<file path="src/rtl/kb_pkg.sv">
// Shared constants, event layout and FSM encoding for the PS/2 set-2 key event decoder.
package kb_pkg;

   localparam logic [7:0] PFX_EXT = 8'hE0;
   localparam logic [7:0] PFX_BRK = 8'hF0;

   localparam int EV_W   = 10;
   localparam int EV_EXT = 9;
   localparam int EV_BRK = 8;

   typedef enum logic [1:0] {
      ST_IDLE    = 2'b00,
      ST_EXT     = 2'b01,
      ST_BRK     = 2'b10,
      ST_EXT_BRK = 2'b11
   } kb_state_e;

   // Keyboard control/status bytes that never form part of a key event
   function automatic logic is_ctrl(input logic [7:0] b);
      case (b)
         8'h00, 8'hAA, 8'hEE, 8'hFA, 8'hFC, 8'hFD, 8'hFE, 8'hFF: is_ctrl = 1'b1;
         default:                                                 is_ctrl = 1'b0;
      endcase
   endfunction

endpackage

</file>
<file path="src/rtl/kb_event_fifo.sv">
// First-word-fall-through event FIFO with registered full/empty flags and an overflow pulse.
module kb_event_fifo #(
   parameter int ADDR_W = 2,
   parameter int DW     = 10
) (
   input  logic          clk,
   input  logic          reset,
   input  logic          push,
   input  logic [DW-1:0] push_data,
   input  logic          pop,
   output logic [DW-1:0] head,
   output logic          empty,
   output logic          full,
   output logic          overflow_tick
);
   localparam int DEPTH = 2 ** ADDR_W;

   logic [DW-1:0]     mem_q [DEPTH];
   logic [DW-1:0]     mem_d [DEPTH];
   logic [ADDR_W-1:0] wr_q, wr_d, rd_q, rd_d;
   logic              empty_q, empty_d, full_q, full_d, ovf_q, ovf_d;
   logic              wr_ok_s, rd_ok_s;
   logic [ADDR_W-1:0] wr_nxt_s, rd_nxt_s;

   // A full FIFO still accepts a push when the same cycle frees a slot
   assign rd_ok_s  = pop & ~empty_q;
   assign wr_ok_s  = push & (~full_q | rd_ok_s);
   assign wr_nxt_s = wr_q + ADDR_W'(1);
   assign rd_nxt_s = rd_q + ADDR_W'(1);

   always_comb begin
      mem_d   = mem_q;
      wr_d    = wr_q;
      rd_d    = rd_q;
      empty_d = empty_q;
      full_d  = full_q;
      ovf_d   = push & ~wr_ok_s;
      if (wr_ok_s) begin
         mem_d[wr_q] = push_data;
         wr_d        = wr_nxt_s;
      end else begin
         wr_d = wr_q;
      end
      if (rd_ok_s) begin
         rd_d = rd_nxt_s;
      end else begin
         rd_d = rd_q;
      end
      case ({wr_ok_s, rd_ok_s})
         2'b10: begin
            empty_d = 1'b0;
            full_d  = (wr_nxt_s == rd_q);
         end
         2'b01: begin
            full_d  = 1'b0;
            empty_d = (rd_nxt_s == wr_q);
         end
         default: begin
            empty_d = empty_q;
            full_d  = full_q;
         end
      endcase
   end

   always_ff @(posedge clk or posedge reset) begin
      if (reset) begin
         for (int i = 0; i < DEPTH; i++) mem_q[i] <= '0;
         wr_q    <= '0;
         rd_q    <= '0;
         empty_q <= 1'b1;
         full_q  <= 1'b0;
         ovf_q   <= 1'b0;
      end else begin
         mem_q   <= mem_d;
         wr_q    <= wr_d;
         rd_q    <= rd_d;
         empty_q <= empty_d;
         full_q  <= full_d;
         ovf_q   <= ovf_d;
      end
   end

   assign head          = mem_q[rd_q];
   assign empty         = empty_q;
   assign full          = full_q;
   assign overflow_tick = ovf_q;

endmodule

</file>
<file path="src/rtl/kb_event_decoder.sv">
// Folds PS/2 set-2 E0/F0 prefixes into {ext, brk, code} events, drops control bytes,
// aborts stale prefixes on timeout and queues completed events in a FWFT FIFO.
module kb_event_decoder
   import kb_pkg::*;
#(
   parameter int ADDR_W         = 2,
   parameter int TIMEOUT_CYCLES = 100000,
   parameter int CNT_W          = 17
) (
   input  logic            clk,
   input  logic            reset,
   input  logic            rx_done_tick,
   input  logic [7:0]      rx_data,
   input  logic            rd_event,
   output logic [EV_W-1:0] event_data,
   output logic            event_empty,
   output logic            event_full,
   output logic            overflow_tick,
   output logic            err_tick
);
   localparam logic [CNT_W-1:0] CNT_LAST = CNT_W'(TIMEOUT_CYCLES - 1);

   kb_state_e        state_q, state_d;
   logic [CNT_W-1:0] cnt_q, cnt_d;
   logic             err_q, err_d;
   logic             byte_v_s, expire_s, ext_s, brk_s, push_s;
   logic [EV_W-1:0]  push_data_s;

   assign byte_v_s = rx_done_tick & ~is_ctrl(rx_data);
   // A real byte on the expiry cycle takes priority over the timeout
   assign expire_s = (state_q != ST_IDLE) && (cnt_q == CNT_LAST) && !byte_v_s;

   always_comb begin
      ext_s = 1'b0;
      brk_s = 1'b0;
      case (state_q)
         ST_EXT:     ext_s = 1'b1;
         ST_BRK:     brk_s = 1'b1;
         ST_EXT_BRK: begin
            ext_s = 1'b1;
            brk_s = 1'b1;
         end
         default: begin
            ext_s = 1'b0;
            brk_s = 1'b0;
         end
      endcase
   end

   always_comb begin
      state_d     = state_q;
      err_d       = 1'b0;
      push_s      = 1'b0;
      push_data_s = {ext_s, brk_s, rx_data};
      if (byte_v_s) begin
         if (rx_data == PFX_EXT) begin
            state_d = brk_s ? ST_EXT_BRK : ST_EXT;
         end else if (rx_data == PFX_BRK) begin
            state_d = ext_s ? ST_EXT_BRK : ST_BRK;
         end else begin
            push_s  = 1'b1;
            state_d = ST_IDLE;
         end
      end else if (expire_s) begin
         state_d = ST_IDLE;
         err_d   = 1'b1;
      end else begin
         state_d = state_q;
      end
   end

   always_comb begin
      if ((state_q == ST_IDLE) || byte_v_s || expire_s) begin
         cnt_d = {CNT_W{1'b0}};
      end else begin
         cnt_d = cnt_q + CNT_W'(1);
      end
   end

   always_ff @(posedge clk or posedge reset) begin
      if (reset) begin
         state_q <= ST_IDLE;
         cnt_q   <= {CNT_W{1'b0}};
         err_q   <= 1'b0;
      end else begin
         state_q <= state_d;
         cnt_q   <= cnt_d;
         err_q   <= err_d;
      end
   end

   assign err_tick = err_q;

   kb_event_fifo #(
      .ADDR_W (ADDR_W),
      .DW     (EV_W)
   ) u_fifo (
      .clk           (clk),
      .reset         (reset),
      .push          (push_s),
      .push_data     (push_data_s),
      .pop           (rd_event),
      .head          (event_data),
      .empty         (event_empty),
      .full          (event_full),
      .overflow_tick (overflow_tick)
   );

endmodule
</file>
<file path="config.mk">
export PLATFORM = sky130hd
export DESIGN_NAME = kb_event_decoder
export DESIGN_NICKNAME = d
export VERILOG_FILES = /design/src/rtl/kb_pkg.sv /design/src/rtl/kb_event_fifo.sv /design/src/rtl/kb_event_decoder.sv
export SDC_FILE = /design/constraint.sdc
export NUM_CORES = 1
export LEC_CHECK = 0
export CAP_MARGIN = 40
export CORE_MARGIN = 2
export CORE_UTILIZATION = 45
export CTS_CLUSTER_SIZE = 25
export DETAILED_ROUTE_END_ITERATION = 10
export PLACE_DENSITY_LB_ADDON = 0.15
export SLEW_MARGIN = 20
export SYNTH_ARGS = -nofsm -noshare
export SYNTH_HDL_FRONTEND = slang
export SYNTH_SLANG_ARGS = --single-unit
</file>
<file path="constraint.sdc">
create_clock -name clk -period 1.9 [get_ports clk]
set_input_delay 0.38 -clock clk [delete_from_list [all_inputs] [get_ports clk]]
set_output_delay 0.38 -clock clk [all_outputs]
set_load 0.005 [all_outputs]
</file>
# Yosys cells after proc, flatten, opt, wreduce, memory -nomap -nowiden
# Cells that the tools add are included.
word_totals:
  out_inout_bits: 14
  elab_cells: 83
  register_bits: 67
  inputBits: 12
classes:
  eq_ne: 17
  n_mux: 23
  magnitude_cmp: 3
  n_addsub: 3
  bitwise: 11
  n_reduce_logical: 14
ops:
  columns: ["cell", "n"]
  rows:
  - ["equality test 8 bit (second input constant)", 9]
  - ["bitwise mux 40 bit", 1]
  - ["2-to-1 mux 10 bit", 3]
  - ["binary-select mux 10 bit (select 2 bit)", 1]
  - ["demux 10 bit (select 2 bit)", 1]
  - ["adder 17 x 1 -> 17 bit (second input constant)", 1]
  - ["equality test 17 bit (second input constant)", 1]
  - ["2-to-1 mux 17 bit", 1]
  - ["2-to-1 mux 2 bit", 5]
  - ["2-to-1 mux 1 bit", 9]
  - ["zero test 8 bit", 1]
  - ["OR reduction 8 bit", 1]
  - ["equality test 2 bit (second input constant)", 3]
  - [">= comparator 3 bit (second input constant)", 2]
  - ["inverter 2 -> 3 bit", 2]
  - ["nonzero test 2 bit", 3]
  - ["adder 2 x 1 -> 2 bit (second input constant)", 2]
  - ["bitwise AND 1 bit", 4]
  - ["equality test 2 x 1 -> 1 bit (second input constant)", 2]
  - ["equality test 2 bit", 2]
  - ["inverter 1 bit", 4]
  - ["case mux 1 bit (2 select lines)", 2]
  - ["OR reduction 2 bit", 2]
  - ["logical AND 1 bit", 3]
  - ["other kinds (5)", 6]

# Logic depth before layout (Yosys ltp)
# Gate-level depths: netlist of run 1.
depth:
  ltp_word: 9
  mapped_depth: 7
  mapped_depth_nobuf: 7

# By module
# Synthesis of run 1 repeated with hierarchy kept, for this count alone.
unflattened:
  cells_unflattened: 253
  hier_area_um2: 3311.9
modules_own_cells:
  columns: ["module", "area_each_um2", "cells_per_inst", "n_inst"]
  rows:
  - ["kb_event_fifo", 2192.1, 137, 1]
  - ["kb_event_decoder", 1119.8, 116, 1]

# Least setup slack after synthesis of run 1
# No wires, ideal clock.
synth_path:
  path_kind: "input to register"
  startpoint: "input port rx_data[1]"
  endpoint: "register u_fifo.full_q, in the netlist u_fifo.full"
  n_path_buf: 0
  setup_slack_ns: -0.173
  stages: 6
  required_time_ns: 1.790
  setup_ns: 0.110
  arrival_ns: 1.963
  path_cell_list: "nor2b_1 > o2111ai_1 > nand4_4 > nand3b_4 > ha_1 > o41ai_1"
synth_via:
  elab_chain_cells: 9
  word_cells_on_any_way: 22
  cone_classes: "eq/ne (11); mux (5); bitwise (3); reduce/logical (3)"
synth_lines:
  columns: ["element", "line_no", "text"]
  rows:
  - ["start: declaration", "kb_event_decoder.sv:13", "input logic [7:0] rx_data,"]
  - ["equality test 8 bit / zero test 8 bit (equally long branches)", "kb_pkg.sv:20", "case (b)"]
  - ["OR reduction 8 bit", "kb_pkg.sv:20", null]
  - ["2-to-1 mux 1 bit", "kb_pkg.sv:20", null]
  - ["inverter 1 bit", "kb_event_decoder.sv:29", "assign byte_v_s = rx_done_tick & ~is_ctrl(rx_data);"]
  - ["bitwise AND 1 bit", "kb_event_decoder.sv:29", null]
  - ["2-to-1 mux 1 bit (*)", "kb_event_decoder.sv:55", "if (byte_v_s) begin"]
  - ["bitwise AND 1 bit (*)", "kb_event_fifo.sv:27", "assign wr_ok_s = push & (~full_q | rd_ok_s);"]
  - ["equality test 2 x 1 -> 1 bit / equality test 2 bit (equally long branches)", "kb_event_fifo.sv:49", "case ({wr_ok_s, rd_ok_s})"]
  - ["case mux 1 bit (2 select lines) / nonzero test 2 bit (equally long branches)", null, null]
  - ["end signal: assignment", "kb_event_fifo.sv:78", "full_q <= full_d;"]
  - ["end: declaration", "kb_event_fifo.sv:21", "logic empty_q, empty_d, full_q, full_d, ovf_q, ovf_d;"]
# Every way passes the cells marked *; elsewhere a longest branch is shown, timed or not.
# A chain may end at the register's enable or synchronous reset.

# Worst setup path after layout of run 1
layout_path:
  startpoint: "register u_fifo.rd_q[0]"
  endpoint: "output port event_data[0]"
layout_via:
  elab_chain_cells: 4
layout_lines:
  columns: ["element", "line_no", "text"]
  rows:
  - ["start: declaration", "kb_event_fifo.sv:20", "logic [ADDR_W-1:0] wr_q, wr_d, rd_q, rd_d;"]
  - ["start signal: assignment", "kb_event_fifo.sv:76", "rd_q <= rd_d;"]
  - ["inverter 2 -> 3 bit (not written as such)", "kb_event_fifo.sv:83", "assign head = mem_q[rd_q];"]
  - ["binary-select mux 10 bit (select 2 bit)", "kb_event_fifo.sv:83", null]
  - ["2-to-1 mux 10 bit (not written as such) (2 in series)", "kb_event_fifo.sv:83", null]
  - ["end: declaration", "kb_event_decoder.sv:15", "output logic [EV_W-1:0] event_data,"]
# No other way between the ends. The select of a mux whose other input is x is not followed.

==> results of run 1 <==
[kinds of logic (layout without fill, tap and decap cells)]
family,after synthesis,after routing,share of synthesized area [%]
flops,67,67,52.2
mux,52,52,21.8
simple gates,78,78,14.3
compound gates,9,9,2.26
xor+xnor,21,21,5.72
buf+inv,11,83,1.44
fa+ha+maj,6,6,2.33
[power groups by stage]
stage | Sequential (mW) | Combinational [mW] | Clock [mW]
global placement | 2.14 | 2.02 | 0
detailed placement | 2.16 | 2.05 | 0
CTS | 2.14 | 2.07 | 1.19
finish | 2.13 | 2.04 | 1.17
floorplan | 2.03 | 1.29 | 0
global route | 2.19 | 2.22 | 1.25
[cell usage in the layout (no fill, tap or decap), drive strengths merged, types with 2 or more instances in the layout]
master / instances
a21bo: 2
and3: 3
buf: 46
clkbuf: 11
clkdlybuf4s50: 7
clkinv: 4
dfrtp: 66
dlygate4sd2: 7
ha: 6
inv: 6
mux2: 41
mux4: 10
nand2: 14
nand2b: 2
nand3: 12
nand4: 4
nor2: 26
nor3: 4
nor3b: 2
nor4: 4
o21ai: 3
xnor2: 13
xor2: 8
[worst paths after layout]
check                                            from                      endpoint  slack, ns  cells past startpoint
setup / recovery           u_fifo.rd_q[0]$_DFFE_PP0P_                 event_data[0]      -0.12                      4
hold / removal                             rx_data[3]  u_fifo.mem_q[33]$_DFFE_PP0P_       0.41                      2
setup reg to reg             u_fifo.empty$_DFFE_PP1P_       u_fifo.full$_DFFE_PP0P_       0.14                      6
hold reg to reg              u_fifo.empty$_DFFE_PP1P_      u_fifo.empty$_DFFE_PP1P_       0.49                      2
max in group asynchronous                       reset           cnt_q[14]$_DFF_PP0_       0.98                      3
min in group asynchronous                       reset  u_fifo.mem_q[30]$_DFFE_PP0P_       0.43                      2
[metrics by stage]
stage               hold WS (ns)  cell area (um2)  worst slack (ns)  utilization (%)
floorplan                  0.452             3220            -0.160                -
global placement           0.475             3850            -0.540             56.1
detailed placement         0.485             3850            -0.603             56.1
CTS                        0.446             4090            -0.140             59.5
global route               0.424             4090            -0.186             59.5
finish                     0.414             4090            -0.119             59.5
[final cells by class]
type	instances	area, um2	area share, %
Inverter	7	30.0	0.734
Clock buffer	10	138	3.36
Clock inverter	5	53.8	1.32
Sequential cell	67	1680	41.1
Tap cell	96	120	2.94
Timing Repair Buffer	61	543	13.3
Multi-Input combinational cell	166	1530	37.3
[routing by layer]
metal	global-route usage, %	share of wire, %	up-vias
li1	-	-	1011
met1	28.2	49	1085
met2	27.9	47	27
met3	3.17	2.7	9
met4	7.85	1.7	0
met5	0	0	-
[Yosys cell counts, types with 2 or more instances]
| library cell | number | area share [%] |
|---|---|---|
| mux4_2 | 10 | 7.0 |
| a21bo_2 | 2 | 0.62 |
| xor2_1 | 8 | 2.2 |
| nand2_1 | 13 | 1.5 |
| nor2_1 | 22 | 2.6 |
| ha_1 | 6 | 2.3 |
| xnor2_1 | 13 | 3.5 |
| nor2_8 | 2 | 1.2 |
| o21ai_0 | 3 | 0.47 |
| nor3b_1 | 2 | 0.47 |
| mux2_2 | 40 | 14 |
| nand3_1 | 12 | 1.9 |
| nand4_1 | 3 | 0.58 |
| inv_1 | 7 | 0.82 |
| and3_1 | 3 | 0.58 |
| dfrtp_1 | 66 | 51 |
| nand2b_1 | 2 | 0.39 |
| nor3_1 | 4 | 0.62 |
| nor4_1 | 4 | 0.78 |
| nor2_4 | 2 | 0.70 |
[what timing repair did]
action	4_1_cts	5_1_grt
pin swaps	1	0
gates cloned	0	0
setup endpoints to repair	73	28
setup buffers	7	0
resized for setup	56	4
hold buffers	0	0
[flip-flops by register name (all words and copies together) (netlist names)]
| signal | cells |
|---|---|
| err_tick | 1 |
| u_fifo.overflow_tick | 1 |
| u_fifo.wr_q | 2 |
| u_fifo.rd_q | 2 |
| cnt_q | 17 |
| u_fifo.full | 1 |
| state_q | 2 |
| u_fifo.mem_q | 40 |
| u_fifo.empty | 1 |
==> results.ini, run 1 <==
[outcome]
status = complete, but fails checks
failed_checks = negative setup slack

[setup_path]
worst-path-buf-inv = 3
critical_path.startpoint_type = register
critPathArrivalTime_ns = 1.64
critPathCaptureType = primary output
critPathKind = register to primary output
path_max_fanout = 4
crit_family = multiplexers
crit_slowest_cell = mux4_2
required_ns = 1.52
critical_path.cell_chain = buf_12 -> buf_4 -> mux4_2 -> buf_2
max_stage_delay_ns = 0.49

[cts]
cts-buffers-inserted = 9
tritoncts = yes
htree_levels = 3
cts-root-buf = clkbuf_8
cts_buffer_depth = 2
cts_sinks = 67
path_clk_slew_ns = 0.07
clock_latency_ns = 0.34

[logic_synthesis]
ys_dominant_reg_cell = dfrtp_1
async_flop_share_pct = 100
yosysWarningCount = 0
yosysUniqueCellTypes = 40
synth_area_um2 = 3220
synthCells = 244
ys_seq_area_share_pct = 52.2
syn_avg_cell_area_um2 = 13.2
ys_seq_elements = 67
synth_edf_count = 0
syn_nets = 262

[sta]
hold_violations = 0
fin_skew_ns = 0.00908
worst_pin_slew_ns = 0.510
worst_slack_ns = -0.119
maxSlewViolCount = 0
finalCriticalPeriod_ns = 2.02
tns_ns = -0.852
maxSlewHeadroom_pct = 65.9
clock.fmax_mhz = 495
period_share_pct = 106
setup_viol = 9
rsz0062_at_grt = true

[power]
p_leak_nw = 1.78
swShare_pct = 29.5
p_seq_share_pct = 39.9
ir_worst_vdd_mv = 0.587
combPwrFrac_pct = 38.2
internal-power_mw = 3.76
p_switching_mw = 1.58
cellPowerDensity_nw_per_um2 = 1310
p_clk_share_pct = 21.9
power.total_mw = 5.34

[placement]
place_congestion = 0.734
dp.cells = 390
io_buffer_count = 25
dp_hpwl_um = 4610

[worst_hold_path]
hold_class = input port to register

[finish]
diodes = 0
fin_cells = 412
fill_cells = 566
drive_above_1_share_pct = 41.8
area_delta_synth_final_pct = 27.1
nets = 330

[floorplan]
die-area_um2 = 7840
ios = 26
die_w_um = 88.6
rows = 30
core_um2 = 6870
chipHeight_um = 88.6
initial_core_util_pct = 46.8

[route]
vias = 2132
ant_nets = 0
routedWlPerCell_um = 16.0
drt_wl_total_um = 6590
drt-vias-per-instance = 5.17
drt-pass1-iter-count = 4
drtIter0Drc = 55
remaining_drc_errors = 0

[global_route]
grtUsageTotal_pct = 19.0
grt_pass1_vias = 2203
globalRoute.totalOverflow = 0
grt_max_degree = 26
grt_first_pass_wirelength_um = 11100
antenna_found_initial = 0

[flow_run]
maxCapViolations = 0

(Power assumes the default switching activity.)
==> run 2, diff against run 1 <==
RECOVER_POWER = 25   (was unset)
==> results.ini, run 2 (synthesis gave the netlist of run 1 again) <==
[worst_hold_path]
hold_class = input port to register

[cts]
path_clk_slew_ns = 0.07
cts_sinks = 67
htree_levels = 3
cts_buffer_depth = 2
cts-root-buf = clkbuf_8
clock_latency_ns = 0.34
tritoncts = yes
cts-buffers-inserted = 9
cts_hold_buffers = 0

[sta]
setup_viol = 9
tns_ns = -0.841
maxSlewViolCount = 0
period_share_pct = 106
worst_slack_ns = -0.119
maxSlewHeadroom_pct = 35.2
fin_skew_ns = 0.00950
worst_pin_slew_ns = 0.967
rsz0062_at_grt = true
hold_violations = 0
finalCriticalPeriod_ns = 2.02
clock.fmax_mhz = 495

[placement]
place_congestion = 0.734
io_buffer_count = 25
dpl-instance-area_um2 = 3850
dp.cells = 390
dp_hpwl_um = 4610

[setup_path]
critical_path.startpoint_type = register
path_max_fanout = 4
critPathArrivalTime_ns = 1.64
critPathCaptureType = primary output
required_ns = 1.52
critPathKind = register to primary output

[finish]
drive_above_1_share_pct = 41.8
regArea_um2 = 1680
final_common_cell = dfrtp_1
nets = 330
final_area_um2 = 4070
final_cell_mix = 65 x dfrtp_1, 40 x mux2_2, 27 x buf_4, 22 x nor2_1
reg.largest.list = u_fifo.mem_q (40), cnt_q (17)
diodes = 0
area_delta_synth_final_pct = 26.6
largest_reg_flops = 40
top_register = u_fifo.mem_q
multiInputGateArea_um2 = 1530
fin_cells = 412
fill_cells = 567

[flow_run]
maxCapViolations = 0

[global_route]
antenna_found_initial = 0
grtUsageTotal_pct = 19.0
use_met2_pct = 27.9
globalRoute.totalOverflow = 0
grt_max_degree = 26
grt.busiest_layer = met1
grt_pass1_vias = 2203
grt.met3_usage_pct = 3.17
globalRouteMet1Util_pct = 28.2
grt_first_pass_wirelength_um = 11100

[route]
drt-vias-per-instance = 5.18
ant_nets = 0
routedWlPerCell_um = 16.0
vias = 2133
drtIter0Drc = 45
drt_wl_total_um = 6600
remaining_drc_errors = 0
drt-pass1-iter-count = 4

[floorplan]
core_um2 = 6870
die_w_um = 88.6
die-area_um2 = 7840
chipHeight_um = 88.6
initial_core_util_pct = 46.8
ios = 26
rows = 30

[power]
ir_worst_vdd_mv = 0.587
p_leak_nw = 1.78
cellPowerDensity_nw_per_um2 = 1310

[outcome]
failed_checks = negative setup slack
status = complete, but fails checks

[run 2: cell count changes in the layout (fill, tap and decap cells not counted)]
cell | previous run | this run
buf_2 | 10 | 11
clkinvlp_4 | 1 | 0
dlygate4sd3_1 | 0 | 1
clkdlybuf4s50_1 | 7 | 6
clkinvlp_2 | 0 | 1
buf_12 | 6 | 5
[run 2: per-stage QoR]
| step | utilization (%) | hold WS [ns] | total power, mW | setup WS (ns) |
|---|---|---|---|---|
| floorplan | - | 0.452 | 3.32 | -0.160 |
| global placement | 56.1 | 0.475 | 4.16 | -0.540 |
| detailed placement | 56.1 | 0.485 | 4.21 | -0.603 |
| CTS | 59.5 | 0.446 | 5.39 | -0.140 |
| global route | 59.3 | 0.424 | 5.64 | -0.186 |
| finish | 59.3 | 0.416 | 5.34 | -0.119 |
[run 2: per-layer routing]
metal / vias to the layer above / share of wire [%]
li1: 1008 / -
met2: 29 / 47
met5: - / 0
met3: 9 / 2.7
met4: 0 / 1.7
met1: 1087 / 49
[run 2: critical path, stage by stage, from the launching register on]
cell and delay, ns:
dfrtp_1 0.41, buf_12 0.14, buf_4 0.13, mux4_2 0.49
buf_2 0.14
[run 2: timing repair]
action                     CTS  global route
buffers inserted             7             0
setup endpoints to repair   73            28
gates resized for setup     56             4
pin swaps                    1             0
[run 2: cell type report]
| type | count | area share [%] |
|---|---|---|
| Multi-Input combinational cell | 166 | 37.5 |
| Inverter | 7 | 0.676 |
| Sequential cell | 67 | 41.2 |
| Clock buffer | 10 | 3.38 |
| Timing Repair Buffer | 61 | 13.0 |
| Clock inverter | 5 | 1.32 |
| Tap cell | 96 | 2.95 |
[run 2: power by group]
group          internal [mW]  leakage (nW)  switching [mW]
sequential              1.85         0.854           0.286
clock                  0.630         0.102           0.537
combinational           1.28         0.823           0.752
total                   3.76          1.78            1.57
[run 2: final timing paths]
path | start | endpoint | slack [ns] | depth (start not counted)
max in group asynchronous | reset | u_fifo.rd_q[1]$_DFFE_PP0P_ | 0.18 | 3
max reg2reg | u_fifo.empty$_DFFE_PP1P_ | u_fifo.full$_DFFE_PP0P_ | 0.15 | 6
min in group asynchronous | reset | u_fifo.mem_q[30]$_DFFE_PP0P_ | 0.66 | 2
min reg2reg | u_fifo.empty$_DFFE_PP1P_ | u_fifo.empty$_DFFE_PP1P_ | 0.49 | 2
min | rx_data[3] | u_fifo.mem_q[33]$_DFFE_PP0P_ | 0.42 | 2
max | u_fifo.rd_q[0]$_DFFE_PP0P_ | event_data[0] | -0.12 | 4
